File: config.mk
export PLATFORM = sky130hd
export DESIGN_NAME = vid_text_fetch
export DESIGN_NICKNAME = d
export VERILOG_FILES = /design/src/rtl/vid_text_fetch.sv
export SDC_FILE = /design/constraint.sdc
export NUM_CORES = 1
export LEC_CHECK = 0
export ABC_AREA = 0
export BUFFER_PORTS_ARGS = -buffer_cell sky130_fd_sc_hd__buf_2
export CORE_ASPECT_RATIO = 0.6
export CORE_MARGIN = 10
export CORE_UTILIZATION = 30
export CTS_BUF_LIST = sky130_fd_sc_hd__clkbuf_4
export DETAILED_ROUTE_END_ITERATION = 12
export SLEW_MARGIN = 10
export SYNTH_ARGS = -nofsm -noshare
export SYNTH_HDL_FRONTEND = slang
export SYNTH_SLANG_ARGS = --single-unit
File: constraint.sdc
create_clock -name clk -period 5.3 [get_ports clk]
set_clock_uncertainty 0.05 [all_clocks]
set_input_delay 0.795 -clock clk [delete_from_list [all_inputs] [get_ports clk]]
set_output_delay 0.795 -clock clk [all_outputs]
set_load 0.03 [all_outputs]
File: src/rtl/vid_text_fetch.sv
// Text-row fetch engine: reads one 48-cell row from screen RAM (char and
// attribute per cell) through a 3-cycle-latency read port and presents the
// assembled cells on a valid/ready stream through a small FIFO.
module vid_text_fetch #(
  parameter int FIFO_DEPTH = 4
) (
  input  logic       clk,
  input  logic       rst,
  input  logic       start,
  input  logic [4:0] row,
  output logic       busy,
  output logic       done,
  output logic [5:0] vp_x_0,
  output logic [4:0] vp_y_0,
  output logic       vp_sel_0,
  input  logic [7:0] vp_data_3,
  output logic       out_valid,
  input  logic       out_ready,
  output logic [5:0] out_x,
  output logic [7:0] out_char,
  output logic [3:0] out_attr,
  output logic       out_last
);

  localparam int AW     = (FIFO_DEPTH > 1) ? $clog2(FIFO_DEPTH) : 1;
  localparam int CW     = AW + 1;      // holds 0..FIFO_DEPTH
  localparam int SW     = AW + 2;      // holds fifo + in-flight sum
  localparam int STAGES = 2;           // tag pipe index of the returning read

  localparam logic [1:0] S_IDLE  = 2'd0;
  localparam logic [1:0] S_FETCH = 2'd1;
  localparam logic [1:0] S_DRAIN = 2'd2;

  localparam logic [5:0] LAST_COL = 6'd47;

  typedef struct packed {
    logic [5:0] x;
    logic [7:0] ch;
    logic [3:0] attr;
  } cell_t;

  logic [1:0]  state_q, state_d;
  logic [5:0]  col_q, col_d;
  logic        ph_q, ph_d;          // 0: char read next, 1: attr read next
  logic [4:0]  row_q, row_d;
  logic        done_q;

  logic [STAGES:0]      vld_pipe_q;
  logic [STAGES:0]      sel_pipe_q;
  logic [STAGES:0][5:0] x_pipe_q;

  logic [7:0]  hold_q;
  logic [CW-1:0] infl_q;            // cells whose char read is issued but not yet pushed

  cell_t [FIFO_DEPTH-1:0] mem_q;
  logic [AW-1:0] wr_q, rd_q;
  logic [CW-1:0] fcnt_q;

  logic        iss_char, iss_attr, room, push, ret_char, pop;
  logic [SW-1:0] occ_sum;
  cell_t       head, wcell;

  // Space check: never commit a cell that the FIFO could not eventually hold.
  assign occ_sum = SW'(fcnt_q) + SW'(infl_q);
  assign room    = occ_sum < SW'(FIFO_DEPTH);

  assign ret_char = vld_pipe_q[STAGES] & ~sel_pipe_q[STAGES];
  assign push     = vld_pipe_q[STAGES] &  sel_pipe_q[STAGES];
  assign wcell    = '{x: x_pipe_q[STAGES], ch: hold_q, attr: vp_data_3[3:0]};

  assign head      = mem_q[rd_q];
  assign out_valid = fcnt_q != '0;
  assign out_x     = head.x;
  assign out_char  = head.ch;
  assign out_attr  = head.attr;
  assign out_last  = head.x == LAST_COL;
  assign pop       = out_valid & out_ready;

  assign busy   = state_q != S_IDLE;
  assign done   = done_q;
  assign vp_y_0 = (state_q == S_IDLE) ? 5'd0 : row_q;

  // Next-state and read-address generation; a stalled char slot holds the
  // address but is not tagged as an issue.
  always_comb begin
    state_d  = state_q;
    col_d    = col_q;
    ph_d     = ph_q;
    row_d    = row_q;
    vp_x_0   = '0;
    vp_sel_0 = 1'b0;
    iss_char = 1'b0;
    iss_attr = 1'b0;
    case (state_q)
      S_IDLE: begin
        if (start && row <= 5'd27) begin
          state_d = S_FETCH;
          row_d   = row;
          col_d   = '0;
          ph_d    = 1'b0;
        end
      end
      S_FETCH: begin
        vp_x_0   = col_q;
        vp_sel_0 = ph_q;
        if (!ph_q) begin
          if (room) begin
            iss_char = 1'b1;
            ph_d     = 1'b1;
          end
        end else begin
          iss_attr = 1'b1;
          ph_d     = 1'b0;
          if (col_q == LAST_COL) state_d = S_DRAIN;
          else                   col_d   = col_q + 6'd1;
        end
      end
      S_DRAIN: begin
        if (pop && out_last) state_d = S_IDLE;
      end
      default: state_d = S_IDLE;
    endcase
  end

  // Control state, done pulse after the final cell is handed off.
  always_ff @(posedge clk) begin
    if (rst) begin
      state_q <= S_IDLE;
      col_q   <= '0;
      ph_q    <= 1'b0;
      row_q   <= '0;
      done_q  <= 1'b0;
    end else begin
      state_q <= state_d;
      col_q   <= col_d;
      ph_q    <= ph_d;
      row_q   <= row_d;
      done_q  <= (state_q == S_DRAIN) && pop && out_last;
    end
  end

  // Read tag pipeline aligned with RAM latency; clearing it on reset drops
  // any data still returning from an aborted row.
  always_ff @(posedge clk) begin
    if (rst) begin
      vld_pipe_q <= '0;
      sel_pipe_q <= '0;
      x_pipe_q   <= '0;
    end else begin
      vld_pipe_q <= {vld_pipe_q[STAGES-1:0], iss_char | iss_attr};
      sel_pipe_q <= {sel_pipe_q[STAGES-1:0], iss_attr};
      x_pipe_q   <= {x_pipe_q[STAGES-1:0], col_q};
    end
  end

  // Char holding register and in-flight cell count.
  always_ff @(posedge clk) begin
    if (rst) begin
      hold_q <= '0;
      infl_q <= '0;
    end else begin
      if (ret_char) hold_q <= vp_data_3;
      infl_q <= infl_q + CW'(iss_char) - CW'(push);
    end
  end

  // Cell FIFO; simultaneous push and pop is legal at any fill level.
  always_ff @(posedge clk) begin
    if (rst) begin
      mem_q  <= '0;
      wr_q   <= '0;
      rd_q   <= '0;
      fcnt_q <= '0;
    end else begin
      if (push) begin
        mem_q[wr_q] <= wcell;
        wr_q        <= wr_q + AW'(1);
      end
      if (pop) rd_q <= rd_q + AW'(1);
      fcnt_q <= fcnt_q + CW'(push) - CW'(pop);
    end
  end

endmodule

Word-level counts from Yosys, hierarchy flattened
Cells that the tools add are included.
Widths: inputs -> output; s select.

operators by class
  equal/unequal tests = 9
  reductions and logical operators = 13
  multiply operators = 0
  order comparisons = 5
  bitwise gates (word level) = 5
  div/mod/pow operators = 0
  $add $sub $neg = 8
  shift operators = 0
  mux-type cells = 24

operators with widths
  cell                 number
  $bwmux 72            1
  $bmux 18 s2          1
  $demux 18 s2         1
  $mux 18              2
  $mux 6               4
  $eq 6x6->1 const B   2
  $pmux 6 s2           1
  $mux 2               4
  $ne 2x2->1 const B   4
  $reduce_and 4->1     2
  $mux 1               7
  $add 3x1->3          2
  $add 6x1->6 const B  1
  $lt 2x3->1 const B   2
  $pmux 2 s3           1
  $sub 3x1->3          2
  $le 5x5->1 const B   1
  $logic_and 1x1->1    5
  $mux 5               1
  $add 2x1->2 const B  2
  $add 3x3->4          1
  $lt 4x3->1 const B   1
  $reduce_and 2->1     2
  $reduce_bool 2->1    2
  other kinds (10)     12

storage, ports and cells
  RAM bits = 0
  bits in registers = 129
  input port bits = 17
  bits in latches = 0
  output and inout port bits = 34
  memories kept = 0
  bits in read-only memories = 0
  logic and storage cells = 91

Logic depth before layout (Yosys ltp)
  word-level depth = 7
  depth in mapped cells = 12

Worst setup path after synthesis
OpenSTA, ideal clock, no wires.

  kind = reg2out
  from = register rd_q[0]
  to = output out_last
  data arrival time = 1.630 ns
  data required time = 4.455 ns
  cell stages (with the launch flop) = 4
  setup slack = 2.825 ns
  cell sequence = dfxtp_1 > mux4_2 > nand4b_4 > nor2_1

between the ends
  longest elaborated chain between the ends = 3

RTL lines
  element                        RTL line  text
  start, declared                56        logic [AW-1:0] wr_q, rd_q;
  start signal, assigned         179       if (pop) rd_q <= rd_q + AW'(1);
  $bmux 18 s2                    71        assign head = mem_q[rd_q];
  $mux 18 (not written as such)  71
  named net out_x[4]             19        output logic [5:0] out_x,
  $eq 6x6->1                     76        assign out_last = head.x == LAST_COL;
  end, declared                  22        output logic out_last

The timed path passes the listed nets, and every way through them passes these cells. The select of a mux whose other input is x is not followed.

Worst setup path after layout
  from = register rd_q[0]
  to = output out_last

between the ends
  longest elaborated chain between the ends = 3

RTL lines
  element                        RTL line
  $bmux 18 s2                    71
  $mux 18 (not written as such)  71
  $eq 6x6->1                     76

Every way passes these cells. The select of a mux whose other input is x is not followed.

==> run_results.csv <==
group,metric,value,unit
outcome,outcome,"finished clean",
critical_path,r2r_start,"state_q[1]",
job,maxCapViolations,0,
power_and_ir_drop,p_switching,0.000529,W
worst_hold_path,hold_path.class,"reg2reg",
yosys,ys_seq_elements,129,
finish,fillers,1739,
die,dieArea,23200,sq um
critical_path,ff2ff_path_depth,11,
routing,drt-initial-drc-count,306,
power_and_ir_drop,seq_power_share,51.0,%
die,die_w,190,um
routing,wirelength,12600,um
clocking,cts.htree.levels,4,
sta,max_freq,288,MHz
power_and_ir_drop,swShare,25.6,%
clocking,post-cts-setup-buffers,0,
sta,final_hold_viol_count,0,
placed_design,io_buffers,50,
power_and_ir_drop,power_frac_comb,11.6,%
critical_path,cp-end-kind,"output pin",
clocking,clk_pin_slew,0.12,ns
power_and_ir_drop,power,0.00206,W
power_and_ir_drop,leakage,2.24,nW
sta,worst_slew_pin_slew,1.00,ns
power_and_ir_drop,p_per_area,346,nW/um^2
clocking,cts_sinks,129,
global_route,grt_pass1_wl,20500,um
finish,area_growth,14.3,%
critical_path,r2r_setup_slack,2.57,ns
worst_hold_path,holdCritStartpoint,"x_pipe_q[0]",
clocking,cts_root_buf,"clkbuf_4",
global_route,grt_usage,11.1,%
yosys,syn_area_per_cell,9.09,sq um
power_and_ir_drop,peakVddDrop,0.000171,V
yosys,synth_nets,604,
die,rows,37,
global_route,antenna_found_initial,1,
routing,ant_nets,0,
finish,fin_util,34.9,%
routing,drc,0,
routing,wl_per_cell,14.7,um
clocking,tritoncts,"yes",
critical_path,crit_arrival,2.63,ns
sta,period_share,65.5,%
clocking,cts_resized,0,
finish,drive_gt1_share,16.3,%
critical_path,required,4.45,ns
clocking,clk_latency,0.51,ns
power_and_ir_drop,clockPowerShare,37.4,%
worst_hold_path,hold_path_depth,1,
finish,regArea,2580,sq um
sta,slew_viol_final,0,
critical_path,startpoint_type,"register",
yosys,synth_area,5220,sq um
die,initial_core_util,30.5,%
sta,post-route-min-period,3.47,ns
finish,layout.nets,642,
critical_path,path_max_fanout,14,
sta,relSlewSlack,33.0,%
critical_path,r2r-end,"infl_q[2]",
sta,rsz0062_at_grt,"no",
sta,setup_viol,0,
yosys,netlist_instances,574,
yosys,synth_edf_count,0,
global_route,grt_pass1_vias,3680,
routing,num_vias,3915,
die,pin_count,51,
placed_design,gp_congestion,0.755,
finish,fin_cells,859,
placed_design,dp_hpwl,8120,um
clocking,holdBufCountCts,0,
clocking,cts_buffer_depth,2,
global_route,grt_start_max_net_pins,68,
power_and_ir_drop,p_int,0.00154,W
yosys,seq_area_frac_synth,49.5,%
finish,multi_input_area,2440,sq um
clocking,cts_made_buffers,17,
finish,post-route-cell-area,5960,sq um
die,core,17100,sq um
critical_path,crit_type,"reg2out",
worst_hold_path,worstHoldEndpoint,"x_pipe_q[6]",
die,die_y,122,um
sta,fin_setup_tns,0,ns
routing,drt_first_pass_iters,4,
yosys,synthArstFlopShare,0,%
yosys,synth-main-ff-cell,"dfxtp_1",
yosys,synth.distinct_cells,43,
global_route,grt-ovfl-total,0,
placed_design,placed_cells,827,
placed_design,dpl-instance-area,5630,sq um
yosys,ys_warn_count,0,
routing,viasPerCell,4.56,
worst max-delay path, cell delays in order (launching register included):
cell	delay, ns
dfxtp_1	0.89
mux4_2	0.61
nand4b_4	0.21
nor2_1	0.18
buf_2	0.23
cell families after synthesis:
kind of cell / synth area share, %
AOI/OAI and AO/OA: 10.7
xor gates and xnor gates: 1.18
adders and majority gates: 3.41
buffers and inverters: 3.79
DFF: 49.5
muxes: 9.59
and+or+nand+nor: 21.9
layer usage:
metal | track usage [%] | wire length (um)
met3 | 3.94 | 791
met2 | 15.4 | 5270
met1 | 15.8 | 6430
met5 | 0 | 0
met4 | 2.94 | 131
worst max-delay path by stage:
stage | cells past startpoint | slack [ns] | endpoint | start
finish | 4 | 1.83 | out_last | rd_q[0]
global route | 4 | 1.62 | out_last | rd_q[0]
CTS | 4 | 1.77 | out_last | rd_q[0]
detailed placement | 4 | 2.34 | out_last | rd_q[0]
global placement | 4 | 2.34 | out_last | rd_q[0]
floorplan | 3 | 2.83 | out_last | rd_q[0]
synthesized netlist by cell type, types with 2 or more instances:
cell type | n | area [sq um]
nand2_1 | 176 | 661
nor3_1 | 3 | 15.0
nand3b_1 | 2 | 15.0
dfxtp_1 | 129 | 2580
mux4_2 | 14 | 315
nor2b_1 | 30 | 188
mux2i_1 | 8 | 80.1
xnor2_1 | 5 | 43.8
xor2_1 | 2 | 17.5
inv_1 | 12 | 45.0
buf_2 | 11 | 55.1
nand2b_1 | 6 | 37.5
and3_1 | 5 | 31.3
fa_1 | 2 | 40.0
ha_1 | 11 | 138
nor2_1 | 15 | 56.3
a21oi_1 | 84 | 420
mux4_1 | 4 | 105
a211oi_1 | 2 | 15.0
o21ba_1 | 2 | 20.0
buf_1 | 4 | 15.0
and2_1 | 6 | 37.5
nand3_1 | 6 | 30.0
clkbuf_1 | 16 | 60.1
cells in the final DEF, fill, tap and decap left out, drive strengths merged, types with 3 or more instances in the layout:
cell      n
and2      6
nor2     16
bufinv    5
nand3     6
xnor2     5
mux2i     8
inv      13
dfxtp   129
clkinv    5
nand2b    6
nor3      3
ha       11
nor2b    30
mux4     18
a21oi    85
buf      52
and3      5
nand2   177
clkbuf   19
metrics by stage:
step / worst slack [ns] / hold slack (ns)
after floorplan: 2.83 / 0.364
after global routing: 1.62 / 0.404
final: 1.83 / 0.389
after CTS: 1.77 / 0.385
after global placement: 2.34 / 0.373
after detailed placement: 2.34 / 0.375
area by class of cell:
cell class / count / area share (%)
inverter: 13 / 0.818
antenna: 1 / 0.0420
multi-input combinational: 399 / 40.9
clock inverter: 12 / 3.19
sequential: 129 / 43.3
clock buffer: 19 / 2.39
timing repair buffer: 52 / 4.49
tap: 234 / 4.91
state kept, by name (all words and copies together) (netlist names), 5 cells and up:
register  count
x_pipe_q     12
col_q         6
hold_q        8
wcell         6
mem_q        72
row_q         5
power by group through the flow:
stage                     sequential [W]  combinational [W]  clock (W)
after floorplan                  0.00104           0.000221          0
after global placement           0.00108           0.000242          0
after detailed placement         0.00108           0.000241          0
after CTS                        0.00105           0.000242   0.000786
after global routing             0.00106           0.000272   0.000831
final                            0.00105           0.000239   0.000773
No activity file was read; power rests on OpenSTA's default activity.
